$ cat config.mk
export PLATFORM = sky130hd
export DESIGN_NAME = mm_gen2
export DESIGN_NICKNAME = d
export VERILOG_FILES = /design/src/rtl/mm_pkg.sv /design/src/rtl/mm_mac.sv /design/src/rtl/mm_gen2.sv
export SDC_FILE = /design/constraint.sdc
export NUM_CORES = 1
export LEC_CHECK = 0
export ABC_AREA = 0
export BUFFER_PORTS_ARGS = -buffer_cell sky130_fd_sc_hd__buf_2
export CAP_MARGIN = 15
export CORE_MARGIN = 1
export CORE_UTILIZATION = 35
export CTS_BUF_LIST = sky130_fd_sc_hd__clkbuf_4 sky130_fd_sc_hd__clkbuf_8
export DETAILED_ROUTE_END_ITERATION = 10
export GPL_TIMING_DRIVEN = 0
export PLACE_DENSITY = 0.57
export SLEW_MARGIN = 10
export SYNTH_ARGS = -nofsm -noshare
export SYNTH_HDL_FRONTEND = slang
export SYNTH_SLANG_ARGS = --single-unit
$ cat constraint.sdc
create_clock -name clk -period 23.2 [get_ports clk]
set_clock_uncertainty 0.1 [all_clocks]
set_input_delay 4.64 -clock clk [delete_from_list [all_inputs] [get_ports clk]]
set_output_delay 4.64 -clock clk [all_outputs]
set_load 0.005 [all_outputs]
$ cat src/rtl/mm_pkg.sv
// Shared types and defaults for the streaming matrix multiplier.
package mm_pkg;

    localparam int DEF_DATA_W  = 8;
    localparam int DEF_MAX_DIM = 4;
    localparam int DEF_OUT_W   = 12;

    typedef enum logic [2:0] {
        StLoadA,
        StLoadB,
        StCheck,
        StCalc,
        StOut,
        StIllegal,
        StDone
    } state_t;

    // Wide enough to sum MAX_DIM full-scale products without wrapping.
    function automatic int acc_width(input int data_w, input int max_dim);
        return 2 * data_w + $clog2(max_dim);
    endfunction

endpackage

$ cat src/rtl/mm_mac.sv
// Multiply-accumulate with output range check; `MM_SAT_EN selects saturation instead of wrap.
module mm_mac
    import mm_pkg::*;
#(
    parameter int DATA_W  = DEF_DATA_W,
    parameter int MAX_DIM = DEF_MAX_DIM,
    parameter int OUT_W   = DEF_OUT_W
) (
    input  logic              clk,
    input  logic              rst,
    input  logic              en,
    input  logic              clr,
    input  logic [DATA_W-1:0] a,
    input  logic [DATA_W-1:0] b,
    output logic [OUT_W-1:0]  result,
    output logic              overflow
);

    localparam int ACC_W = acc_width(DATA_W, MAX_DIM);
    localparam logic signed [ACC_W-1:0] OUT_MAX =
        {{(ACC_W-OUT_W+1){1'b0}}, {(OUT_W-1){1'b1}}};
    localparam logic signed [ACC_W-1:0] OUT_MIN =
        {{(ACC_W-OUT_W+1){1'b1}}, {(OUT_W-1){1'b0}}};

    logic signed [2*DATA_W-1:0] prod;
    logic signed [ACC_W-1:0]    prod_ext;
    logic signed [ACC_W-1:0]    acc_q, acc_d;
    logic                       too_high, too_low;

    assign prod     = $signed(a) * $signed(b);
    assign prod_ext = {{(ACC_W-2*DATA_W){prod[2*DATA_W-1]}}, prod};

    always_comb begin
        acc_d = acc_q;
        if (en) begin
            acc_d = clr ? prod_ext : acc_q + prod_ext;
        end
    end

    always_ff @(posedge clk or posedge rst) begin
        if (rst) begin
            acc_q <= '0;
        end else begin
            acc_q <= acc_d;
        end
    end

    assign too_high = acc_q > OUT_MAX;
    assign too_low  = acc_q < OUT_MIN;
    assign overflow = too_high || too_low;

`ifdef MM_SAT_EN
    always_comb begin
        result = acc_q[OUT_W-1:0];
        if (too_high) begin
            result = OUT_MAX[OUT_W-1:0];
        end else if (too_low) begin
            result = OUT_MIN[OUT_W-1:0];
        end
    end
`else
    assign result = acc_q[OUT_W-1:0];
`endif

endmodule

$ cat src/rtl/mm_gen2.sv
// Streaming matrix multiplier: loads A then B row-major, checks dimensions, emits A*B row-major.
// Optional saturation of results is enabled by defining MM_SAT_EN (see mm_mac).
module mm_gen2
    import mm_pkg::*;
#(
    parameter int DATA_W  = DEF_DATA_W,
    parameter int MAX_DIM = DEF_MAX_DIM,
    parameter int OUT_W   = DEF_OUT_W
) (
    input  logic              clk,
    input  logic              rst,
    input  logic              in_valid,
    input  logic [DATA_W-1:0] in_data,
    input  logic              col_end,
    input  logic              row_end,
    input  logic              out_ready,
    output logic              busy,
    output logic              valid,
    output logic [OUT_W-1:0]  out_data,
    output logic              change_row,
    output logic              is_legal,
    output logic              overflow,
    output logic              done
);

    localparam int CW = $clog2(MAX_DIM + 2);
    localparam int IW = $clog2(MAX_DIM * MAX_DIM);
    localparam logic [CW-1:0] MD  = CW'(MAX_DIM);
    localparam logic [CW-1:0] ONE = CW'(1);

    state_t state_q, state_d;

    logic [DATA_W-1:0] mem_a [MAX_DIM*MAX_DIM];
    logic [DATA_W-1:0] mem_b [MAX_DIM*MAX_DIM];

    logic [CW-1:0] cur_row_q, cur_col_q, cols_ld_q;
    logic [CW-1:0] rows_a_q, cols_a_q, rows_b_q, cols_b_q;
    logic [CW-1:0] i_q, j_q, k_q;
    logic          bad_q;

    logic          accept, end_of_row, in_range, row_mismatch;
    logic [CW-1:0] row_len, cols_now, rows_now, col_next;
    logic [IW-1:0] widx, idx_a, idx_b;
    logic          last_i, last_j, last_k, dims_ok;
    logic [OUT_W-1:0] mac_result;
    logic          mac_ovf;

    // Load-side bookkeeping
    assign accept       = in_valid && (state_q == StLoadA || state_q == StLoadB);
    assign end_of_row   = col_end || row_end;
    assign in_range     = (cur_row_q < MD) && (cur_col_q < MD);
    assign row_len      = cur_col_q + ONE;
    assign cols_now     = (cur_row_q == '0) ? row_len : cols_ld_q;
    assign row_mismatch = end_of_row && (cur_row_q != '0) && (row_len != cols_ld_q);
    assign rows_now     = (cur_row_q == MD) ? MD : cur_row_q + ONE;
    assign col_next     = (cur_col_q == MD) ? MD : cur_col_q + ONE;
    assign widx         = IW'(int'(cur_row_q) * MAX_DIM + int'(cur_col_q));

    always_ff @(posedge clk) begin
        if (accept && in_range) begin
            if (state_q == StLoadA) begin
                mem_a[widx] <= in_data;
            end else begin
                mem_b[widx] <= in_data;
            end
        end
    end

    always_ff @(posedge clk or posedge rst) begin
        if (rst) begin
            cur_row_q <= '0;
            cur_col_q <= '0;
            cols_ld_q <= '0;
            bad_q     <= 1'b0;
            rows_a_q  <= '0;
            cols_a_q  <= '0;
            rows_b_q  <= '0;
            cols_b_q  <= '0;
        end else if (state_q == StDone) begin
            cur_row_q <= '0;
            cur_col_q <= '0;
            cols_ld_q <= '0;
            bad_q     <= 1'b0;
            rows_a_q  <= '0;
            cols_a_q  <= '0;
            rows_b_q  <= '0;
            cols_b_q  <= '0;
        end else if (accept) begin
            // Out-of-range writes are dropped above; just remember the matrix is unusable.
            if (!in_range || row_mismatch) begin
                bad_q <= 1'b1;
            end
            if (row_end) begin
                cur_row_q <= '0;
                cur_col_q <= '0;
                cols_ld_q <= '0;
                if (state_q == StLoadA) begin
                    rows_a_q <= rows_now;
                    cols_a_q <= cols_now;
                end else begin
                    rows_b_q <= rows_now;
                    cols_b_q <= cols_now;
                end
            end else if (end_of_row) begin
                cur_col_q <= '0;
                cur_row_q <= rows_now;
                if (cur_row_q == '0) begin
                    cols_ld_q <= row_len;
                end
            end else begin
                cur_col_q <= col_next;
            end
        end
    end

    // Compute-side indexing
    assign last_i  = i_q == rows_a_q - ONE;
    assign last_j  = j_q == cols_b_q - ONE;
    assign last_k  = k_q == cols_a_q - ONE;
    assign dims_ok = !bad_q && (cols_a_q == rows_b_q)
                     && (rows_a_q <= MD) && (cols_a_q <= MD) && (cols_b_q <= MD)
                     && (rows_a_q != '0) && (cols_a_q != '0) && (cols_b_q != '0);
    assign idx_a   = IW'(int'(i_q) * MAX_DIM + int'(k_q));
    assign idx_b   = IW'(int'(k_q) * MAX_DIM + int'(j_q));

    always_ff @(posedge clk or posedge rst) begin
        if (rst) begin
            i_q <= '0;
            j_q <= '0;
            k_q <= '0;
        end else if (state_q == StCalc) begin
            k_q <= last_k ? '0 : k_q + ONE;
        end else if (state_q == StOut && out_ready) begin
            if (last_j) begin
                j_q <= '0;
                i_q <= i_q + ONE;
            end else begin
                j_q <= j_q + ONE;
            end
        end else if (state_q == StCheck || state_q == StDone) begin
            i_q <= '0;
            j_q <= '0;
            k_q <= '0;
        end
    end

    mm_mac #(
        .DATA_W  (DATA_W),
        .MAX_DIM (MAX_DIM),
        .OUT_W   (OUT_W)
    ) u_mac (
        .clk      (clk),
        .rst      (rst),
        .en       (state_q == StCalc),
        .clr      (k_q == '0),
        .a        (mem_a[idx_a]),
        .b        (mem_b[idx_b]),
        .result   (mac_result),
        .overflow (mac_ovf)
    );

    always_ff @(posedge clk or posedge rst) begin
        if (rst) begin
            state_q <= StLoadA;
        end else begin
            state_q <= state_d;
        end
    end

    always_comb begin
        state_d = state_q;
        unique case (state_q)
            StLoadA:   if (accept && row_end) state_d = StLoadB;
            StLoadB:   if (accept && row_end) state_d = StCheck;
            StCheck:   state_d = dims_ok ? StCalc : StIllegal;
            StCalc:    if (last_k) state_d = StOut;
            StOut:     if (out_ready) state_d = (last_i && last_j) ? StDone : StCalc;
            StIllegal: if (out_ready) state_d = StDone;
            StDone:    state_d = StLoadA;
            default:   state_d = StLoadA;
        endcase
    end

    always_comb begin
        busy       = !(state_q == StLoadA || state_q == StLoadB);
        valid      = (state_q == StOut) || (state_q == StIllegal);
        out_data   = (state_q == StOut) ? mac_result : '0;
        change_row = (state_q == StOut) && last_j;
        is_legal   = state_q != StIllegal;
        overflow   = (state_q == StOut) && mac_ovf;
        done       = state_q == StDone;
    end

endmodule

======== Yosys cells after proc, flatten, opt, wreduce, memory -nomap -nowiden ========
Memory sizes are Yosys's and may differ from the RTL's.
Cells that the tools add are included.
W data, S select, Z words.
word-level totals
  word-level logic and storage cells ...... 164
  output and inout port bits .............. 18
  RAM bits ................................ 256
  bits of input ports ..................... 14
  memories kept ........................... 2
  flip-flop bits (word level) ............. 52
operators by class
  equality and inequality tests ........... 22
  reduce and logical (&&, ||, !) cells .... 48
  bitwise logic cells ..................... 1
  multiply operators ...................... 1
  $lt $le $gt $ge ......................... 7
  $add $sub $neg .......................... 12
  mux-type cells .......................... 58
memories
  name   depth  bits a word  rd ports  clocked after memory_dff  wr ports  RTL line       text
  mem_a  16     8            1         0                         1         mm_gen2.sv:33  logic [DATA_W-1:0] mem_a [MAX_DIM*MAX_DIM];
  mem_b  16     8            1         0                         1         mm_gen2.sv:34  logic [DATA_W-1:0] mem_b [MAX_DIM*MAX_DIM];
operators with widths
  kind                    number
  $mux W3                 46
  $add A18 B16 Y18        1
  $gt A18 B12 Y1 const B  1
  $lt A18 B12 Y1 const B  1
  $mux W18                1
  $pmux W3 S6             1
  $logic_and A1 B1 Y1     17
  $mul A8 B8 Y16          1
  $add A3 B1 Y3 const B   5
  $eq A3 B3 Y1 const B    5
  $reduce_bool A3 Y1      5
  $add A4 B3 Y4           3
  $eq A3 B3 Y1            4
  $mux W12                1
  $ne A2 B2 Y1 const B    6
  $reduce_bool A2 Y1      6
  $le A3 B3 Y1 const B    3
  $logic_not A3 Y1        3
  $mux W1                 9
  $reduce_and A3 Y1       3
  $sub A3 B1 Y3 const B   3
  $reduce_and A2 Y1       4
  $eq A3 B2 Y1 const B    2
  $logic_or A1 B1 Y1      6
  other kinds (8)         12

======== Longest topological paths before layout ========
Gate-level depths: netlist (run 1).
  depth after elaboration ................. 10
  mapped depth ............................ 31
  mapped depth without buffers ............ 28

======== By module ========
Synthesis (run 1) repeated with hierarchy kept, for this count alone.
second synthesis, totals
  cell total of the unflattened synthesis .. 1,231
  area, all modules ....................... 16,672.2 um^2
modules (own cells, without submodules)
  module   area an instance (um^2)  instances  sequential area each (um^2)  cells each
  mm_gen2  12,359.4                 1          8,538.2                      727
  mm_mac   4,312.9                  1          450.4                        504

======== Worst setup path after synthesis (run 1) ========
No wires, ideal clock.
  path type ............................... reg-to-reg
  from .................................... register j_q[2]
  to ...................................... register u_mac.acc_q[17]
  period minus slack after synthesis ...... 7.331 ns
  stages on the path, launching flop included .. 29
  data required time ...................... 23.031 ns
  buffers on the path ..................... 2
  setup slack ............................. 15.869 ns
  library setup time ...................... 0.069 ns
  arrival time ............................ 7.162 ns
  path through ............................ dfrtp_1 -> ha_1 -> clkbuf_1 -> buf_2 -> mux4_2 -> mux2_2 -> o21ai_2 -> nor2_1 -> fa_1 -> inv_1 -> fa_1 -> inv_1 -> fa_1 -> inv_1 -> fa_1 -> inv_1 -> ha_1 -> a21o_1 -> a21o_1 -> a2111oi_4 -> nor3_4 -> xnor2_4 -> ha_1 -> a211oi_1 -> a21boi_0 -> nand3_1 -> a211oi_1 -> mux2i_1 -> nand3_1
on the way
  cells in the longest elaborated chain, start to end .. 5
RTL lines
  what                    RTL line        text
  from (decl)             mm_gen2.sv:38   logic [CW-1:0] i_q, j_q, k_q;
  from (signal assigned)  mm_gen2.sv:138  j_q <= j_q + ONE;
  $add A4 B3 Y4 (*)       mm_gen2.sv:124  assign idx_b = IW'(int'(k_q) * MAX_DIM + int'(j_q));
  $mem_v2 Z16 W8 (*)      --
  $mul A8 B8 Y16 (*)      mm_mac.sv:30    assign prod = $signed(a) * $signed(b);
  $add A18 B16 Y18        mm_mac.sv:36    acc_d = clr ? prod_ext : acc_q + prod_ext;
  $mux W18 (*)            mm_mac.sv:36
  to (signal assigned)    mm_mac.sv:42    acc_q <= '0;
  to (signal assigned)    mm_mac.sv:44    acc_q <= acc_d;
  to (decl)               mm_mac.sv:27    logic signed [ACC_W-1:0] acc_q, acc_d;
Mark *: on every way between the ends. The rest lies on a longest branch, timed or not.
A chain may end at the register's enable or synchronous reset.

======== Worst setup path in the final report (run 1) ========
Same ends and word-level chain as after synthesis.

==> metrics.csv, run 1 <==
stage,metric,value,unit
critical_path,worst r2r dst,u_mac.acc_q[17],
clock_tree,H-Tree Depth,2,
synthesis,largest family of logic cells by synthesized area,adder cells,
flow_run,Max-cap violations,0,
global_routing,first-pass GRT wire length,57.86,mm
floorplan,DIE AREA,0.04784,sq mm
clock_tree,number of clock sinks,308,
global_routing,met2 Use GR,26.15,%
timing,Peak Freq,118.2,MHz
global_routing,GRT met3 Usage,2.561,%
global_routing,pin count of the biggest net entering global routing,33,
synthesis,Post-synth EDFFs,256,
global_routing,initial antenna violation count,0,
final_layout,Layout area overhead,11.69,%
clock_tree,root buffer cell,clkbuf_8,
final_layout,top flop regs,"mem_a: 128 flops, mem_b: 128 flops, u_mac.acc_q: 18 flops",
floorplan,Placement Rows,79,
synthesis,mux contribution to synthesized area,11.10,%
final_layout,area occupied by multi-input gates,0.006818,sq mm
clock_tree,clk buf depth,3,
synthesis,synthesized area,0.01644,sq mm
clock_tree,number of cells upsized or downsized after cts,0,
clock_tree,CTS tree,done,
min_path,hold_sp,rows_b_q[2],
final_layout,share of cells above drive strength 1,17.08,%
drt,drt via density,5.016,
floorplan,die height,218.7,um
critical_path,max incr delay on CP,0.71,ns
synthesis,Mapped Nets,1352,
place,Port Buffers,30,
synthesis,"count leader, synth",edfxtp_1,
clock_tree,Setup Buffers After CTS,0,
synthesis,yosys warns,0,
clock_tree,"Reg clk slew, reported paths",0.07,ns
timing,Final Hold Viols,0,
synthesis,"area leader, netlist",edfxtp_1,
synthesis,synthesized area per cell,13.51,sq um
clock_tree,CTS Buf Count,51,
critical_path,CP Max Fanout,10,
critical_path,startpoint types,flip-flop,
timing,RSZ-0062 raised after global routing,no,
drt,wire per inst,18.88,um
synthesis,Synth cell types,76,
synthesis,Post-Syn Instances,1217,
critical_path,Worst R2R Start,j_q[2],
synthesis,ys async rst share,16.88,%
critical_path,r2r setup slk,14.74,ns
timing,final period utilization,36.46,%
min_path,WHS Path Cells,2,
synthesis,Compound-Gate Fraction of Synth Area,6.660,%
critical_path,nature of the critical path endpoint,flip-flop,
synthesis,ranking of synthesized cells by area,"edfxtp_1, mux4_2, dfrtp_1",
global_routing,gr usage total,15.83,%
floorplan,I/O pins,32,
timing,Final setup viols,0,
floorplan,core footprint,0.04646,sq mm
final_layout,final net count,1436,
drt,Initial DRC Count,644,
synthesis,xor/xnor cell area share of the yosys netlist,2.862,%
timing,Final min period,8.459,ns
floorplan,initial core utilization,35.39,%
timing,"Slew Viols, Final",0,
drt,Via Count,9777,
global_routing,gr ovfl total,0,
critical_path,Reg2Reg Depth,28,
clock_tree,clk_lat worst skew,0.60,ns
critical_path,slowest CP cell,fa_1,
final_layout,FILL cells,4370,
critical_path,arrival time worst endpoint,8.89,ns
drt,Final ANT Viol Nets,0,
synthesis,Synth Area in Adders,11.77,%
global_routing,vias in the first global route,10270,
global_routing,GR Layer Usage met1,21.31,%
place,HPWL after DPL,26.40,mm
synthesis,"Seq/Total Area, Yosys",54.68,%
synthesis,commonest cells in the netlist,"edfxtp_1, nor2_1, inv_1, nand2_1, ha_1",
critical_path,Required @ worst endpoint,23.63,ns
synthesis,post-synthesis register bit count,308,
place,Placer Congestion,0.8789,
timing,Rel. slew slack,26.84,%
synthesis,post-synthesis simple-gate area fraction,9.087,%
synthesis,top_reg_cell synth,edfxtp_1,
critical_path,crit path kind,reg -> reg,
drt,drt total wl,36.79,mm
final_layout,Register Area,0.008989,sq mm
outcome,status,completed,
global_routing,grt peak-use layer,met2,
floorplan,chip width,218.7,um
drt,DRC Markers,0,
clock_tree,# hold bufs at CTS,0,
drt,drt first pass iters,5,
min_path,HP Class,reg -> reg,
synthesis,share of the synthesized area in the top cell type,46.76,%
min_path,Hold Path End,rows_b_q[2],
timing,Worst Max-Slew Pin Slew,1.093,ns
timing,Fin Setup TNS,0,ns
-- worst max-delay path: cells and delay by family, from the launching register on --
family	cells	cell delay [ns]
mux	3	0.76
simple gates	6	1.25
fa+ha+maj	7	3.24
flops	1	0.44
compound gates	6	1.62
buf+inv	6	0.97
-- kinds of logic (layout without fill, tap and decap cells) --
kind of cell	after synthesis	in the layout
simple gates	324	324
xor+xnor	49	49
mux	99	99
buf+inv	153	277
fa+ha+maj	121	121
compound gates	163	163
other cells	0	1
flops	308	308
-- metrics by stage --
step	utilization [%]	cell area, sq um	hold slack, ns	instances	worst slack (ns)
6_report	39.52	18360	0.3948	1949	14.74
2_1_floorplan	-	16440	0.3485	1217	15.87
3_3_place_gp	37.34	17350	0.3709	1854	14.72
5_1_grt	39.52	18360	0.4242	1948	14.04
3_5_place_dp	37.39	17370	0.3780	1855	14.59
4_1_cts	39.52	18360	0.3954	1948	14.59
-- worst max-delay path by stage --
stage / start / end / depth (start not counted)
finish: j_q[2] / u_mac.acc_q[17] / 28
global route: j_q[2] / u_mac.acc_q[17] / 28
CTS: i_q[0] / u_mac.acc_q[17] / 28
detailed placement: i_q[0] / u_mac.acc_q[17] / 28
global placement: i_q[0] / u_mac.acc_q[17] / 28
floorplan: j_q[2] / u_mac.acc_q[17] / 28
-- layer usage --
metal	wire length, um	up-vias
met2	17510	192
met3	1451	54
met4	911	0
met5	0	-
met1	16920	4957
li1	-	4574
-- final cells by class --
class / instances / share of cell area (%)
multi-input cells: 756 / 37.13
clock inverters: 24 / 0.7291
flip-flops and latches: 308 / 48.95
repair buffers: 31 / 0.9267
well taps: 607 / 4.136
clock buffers: 69 / 4.661
inverters: 109 / 2.228
plain buffers: 44 / 1.220
diodes: 1 / 0.01363
-- layout by cell type (no fill, tap or decap), types with 17 or more instances in the layout --
cell and n:
edfxtp_1 256, nor2_1 140, inv_1 106, nand2_1 75
ha_1 65, mux4_2 60, fa_1 56, clkbuf_8 54
dfrtp_1 52, a21oi_1 49, buf_2 40, xnor2_1 34
o21ai_0 27, clkbuf_1 25, mux2i_1 24, and2_1 21
and3_1 18, nand3_1 17
Power of run 1 is left out: the tool's default activity adds up to more than one toggle a clock period on the data nets, which glitch-free logic cannot reach.
==> run 2, diff against run 1 <==
==> constraint.sdc (replaced) <==
create_clock -name clk -period 8.79 [get_ports clk]
set_clock_uncertainty 0.1 [all_clocks]
set_input_delay 1.758 -clock clk [delete_from_list [all_inputs] [get_ports clk]]
set_output_delay 1.758 -clock clk [all_outputs]
set_load 0.005 [all_outputs]
==> metrics.csv, run 2 (synthesized netlist as in run 1, its figures left out) <==
stage,metric,value,unit,change
outcome,status,completed,,
drt,drt via density,5.015,,about the same
drt,Final ANT Viol Nets,0,,unchanged
flow_run,Max-cap violations,0,,unchanged
clock_tree,Setup Buffers After CTS,0,,unchanged
critical_path,startpoint types,flip-flop,,
drt,drt first pass iters,7,,+2
drt,wire per inst,18.94,um,+0.34%
drt,Via Count,9770,,-0.072%
place,HPWL after DPL,26.40,mm,unchanged
final_layout,Layout area overhead,11.82,%,
timing,Peak Freq,120.9,MHz,+2.3%
critical_path,nature of the critical path endpoint,flip-flop,,
min_path,HP Class,reg -> reg,,
timing,RSZ-0062 raised after global routing,no,,
timing,Final Hold Viols,0,,unchanged
global_routing,pin count of the biggest net entering global routing,33,,unchanged
timing,Final min period,8.272,ns,-0.1868 ns
floorplan,DIE AREA,0.04784,sq mm,unchanged
place,dpl cells,1855,,unchanged
final_layout,most frequent cells in the layout,"edfxtp_1, nor2_1, inv_1",,
drt,drt total wl,36.90,mm,+0.29%
final_layout,Antenna Cells,0,,-1
final_layout,Final Core Density,39.57,%,+0.046 points
critical_path,Required @ worst endpoint,9.23,ns,-14.40 ns
floorplan,core footprint,0.04646,sq mm,unchanged
clock_tree,CTS tree,done,,
final_layout,Non-Filler Instances,1948,,-0.051%
clock_tree,number of clock sinks,308,,unchanged
final_layout,"most common cell after layout, fill and taps aside",edfxtp_1,,
clock_tree,clk buf depth,3,,unchanged
global_routing,initial antenna violation count,0,,unchanged
floorplan,initial core utilization,35.39,%,unchanged
clock_tree,clk_lat worst skew,0.60,ns,about the same
timing,final period utilization,94.11,%,+58 points
clock_tree,H-Tree Depth,2,,unchanged
critical_path,CP Max Fanout,10,,unchanged
floorplan,die height,218.7,um,unchanged
timing,hold slack,0.3947,ns,-0.00007800 ns
final_layout,FILL cells,4365,,-0.11%
critical_path,arrival time worst endpoint,8.71,ns,-0.18 ns
drt,Initial DRC Count,634,,-1.6%
place,Port Buffers,30,,unchanged
global_routing,first-pass GRT wire length,57.86,mm,unchanged
timing,Worst Max-Slew Pin Slew,1.080,ns,-0.01329 ns
floorplan,chip width,218.7,um,unchanged
critical_path,worst path buffer plus inverter count,6,,unchanged
critical_path,crit path kind,reg -> reg,,
final_layout,share of cells above drive strength 1,17.23,%,+0.15 points
final_layout,final net count,1436,,unchanged
final_layout,top flop regs,"mem_a: 128 flops, mem_b: 128 flops, u_mac.acc_q: 18 flops",,
global_routing,vias in the first global route,10270,,unchanged
critical_path,max incr delay on CP,0.67,ns,-0.04 ns
critical_path,Top delay family on crit path,adder cells,,
timing,"Slew Viols, Final",0,,unchanged
timing,Fin Setup TNS,0,ns,unchanged
clock_tree,"Reg clk slew, reported paths",0.07,ns,about the same
place,Placer Congestion,0.8789,,unchanged
drt,DRC Markers,0,,unchanged
timing,Final setup viols,0,,unchanged
timing,Rel. slew slack,27.73,%,+0.89 points
floorplan,I/O pins,32,,unchanged
global_routing,gr usage total,15.83,%,unchanged
critical_path,slowest CP cell,fa_1,,
clock_tree,CTS Buf Count,51,,unchanged
clock_tree,root buffer cell,clkbuf_8,,
global_routing,gr ovfl total,0,,unchanged
floorplan,Placement Rows,79,,unchanged
-- run 2: worst paths after layout --
kind,startpoint,endpoint,slack (ns),depth (start not counted)
max,j_q[2],u_mac.acc_q[17],0.52,28
min,rows_b_q[2],rows_b_q[2],0.39,2
max reg2reg,j_q[2],u_mac.acc_q[17],0.52,28
min reg2reg,rows_b_q[2],rows_b_q[2],0.39,2
max in group asynchronous,rst,cur_col_q[2],6.91,3
min in group asynchronous,rst,u_mac.acc_q[17],1.10,2
-- run 2: tightest hold or removal path, stage by stage (launching register included) --
cell and delay (ns):
dfrtp_1 0.35, nand2_1 0.06, o31ai_1 0.05
-- run 2: final cells by class --
class | count | area [sq um] | share of cell area [%]
tap | 607 | 759.5 | 4.132
timing repair buffer | 31 | 170.2 | 0.9257
buffer | 44 | 227.7 | 1.239
sequential | 308 | 8989 | 48.90
multi-input combinational | 756 | 6838 | 37.20
clock inverter | 24 | 133.9 | 0.7283
inverter | 109 | 409.1 | 2.226
clock buffer | 69 | 855.8 | 4.656
-- run 2: routing by layer --
| layer | routed length (um) | global-route usage, % |
|---|---|---|
| met5 | 0 | 0 |
| met1 | 17130 | 21.31 |
| met4 | 916 | 4.884 |
| met3 | 1327 | 2.561 |
| met2 | 17530 | 26.15 |
-- run 2: repair_timing --
action / CTS / global route
hold buffers: 0 / 0
gates resized for setup: 0 / 7
endpoints found under the setup margin: 0 / 1
-- run 2: per-stage QoR --
step	setup WS, ns	area [sq um]
finish	0.5181	18380
global route	0.003258	18380
CTS	0.1830	18360
detailed placement	0.1778	17370
global placement	0.3118	17350
floorplan	1.459	16440
Power of run 2 is left out for the same reason.
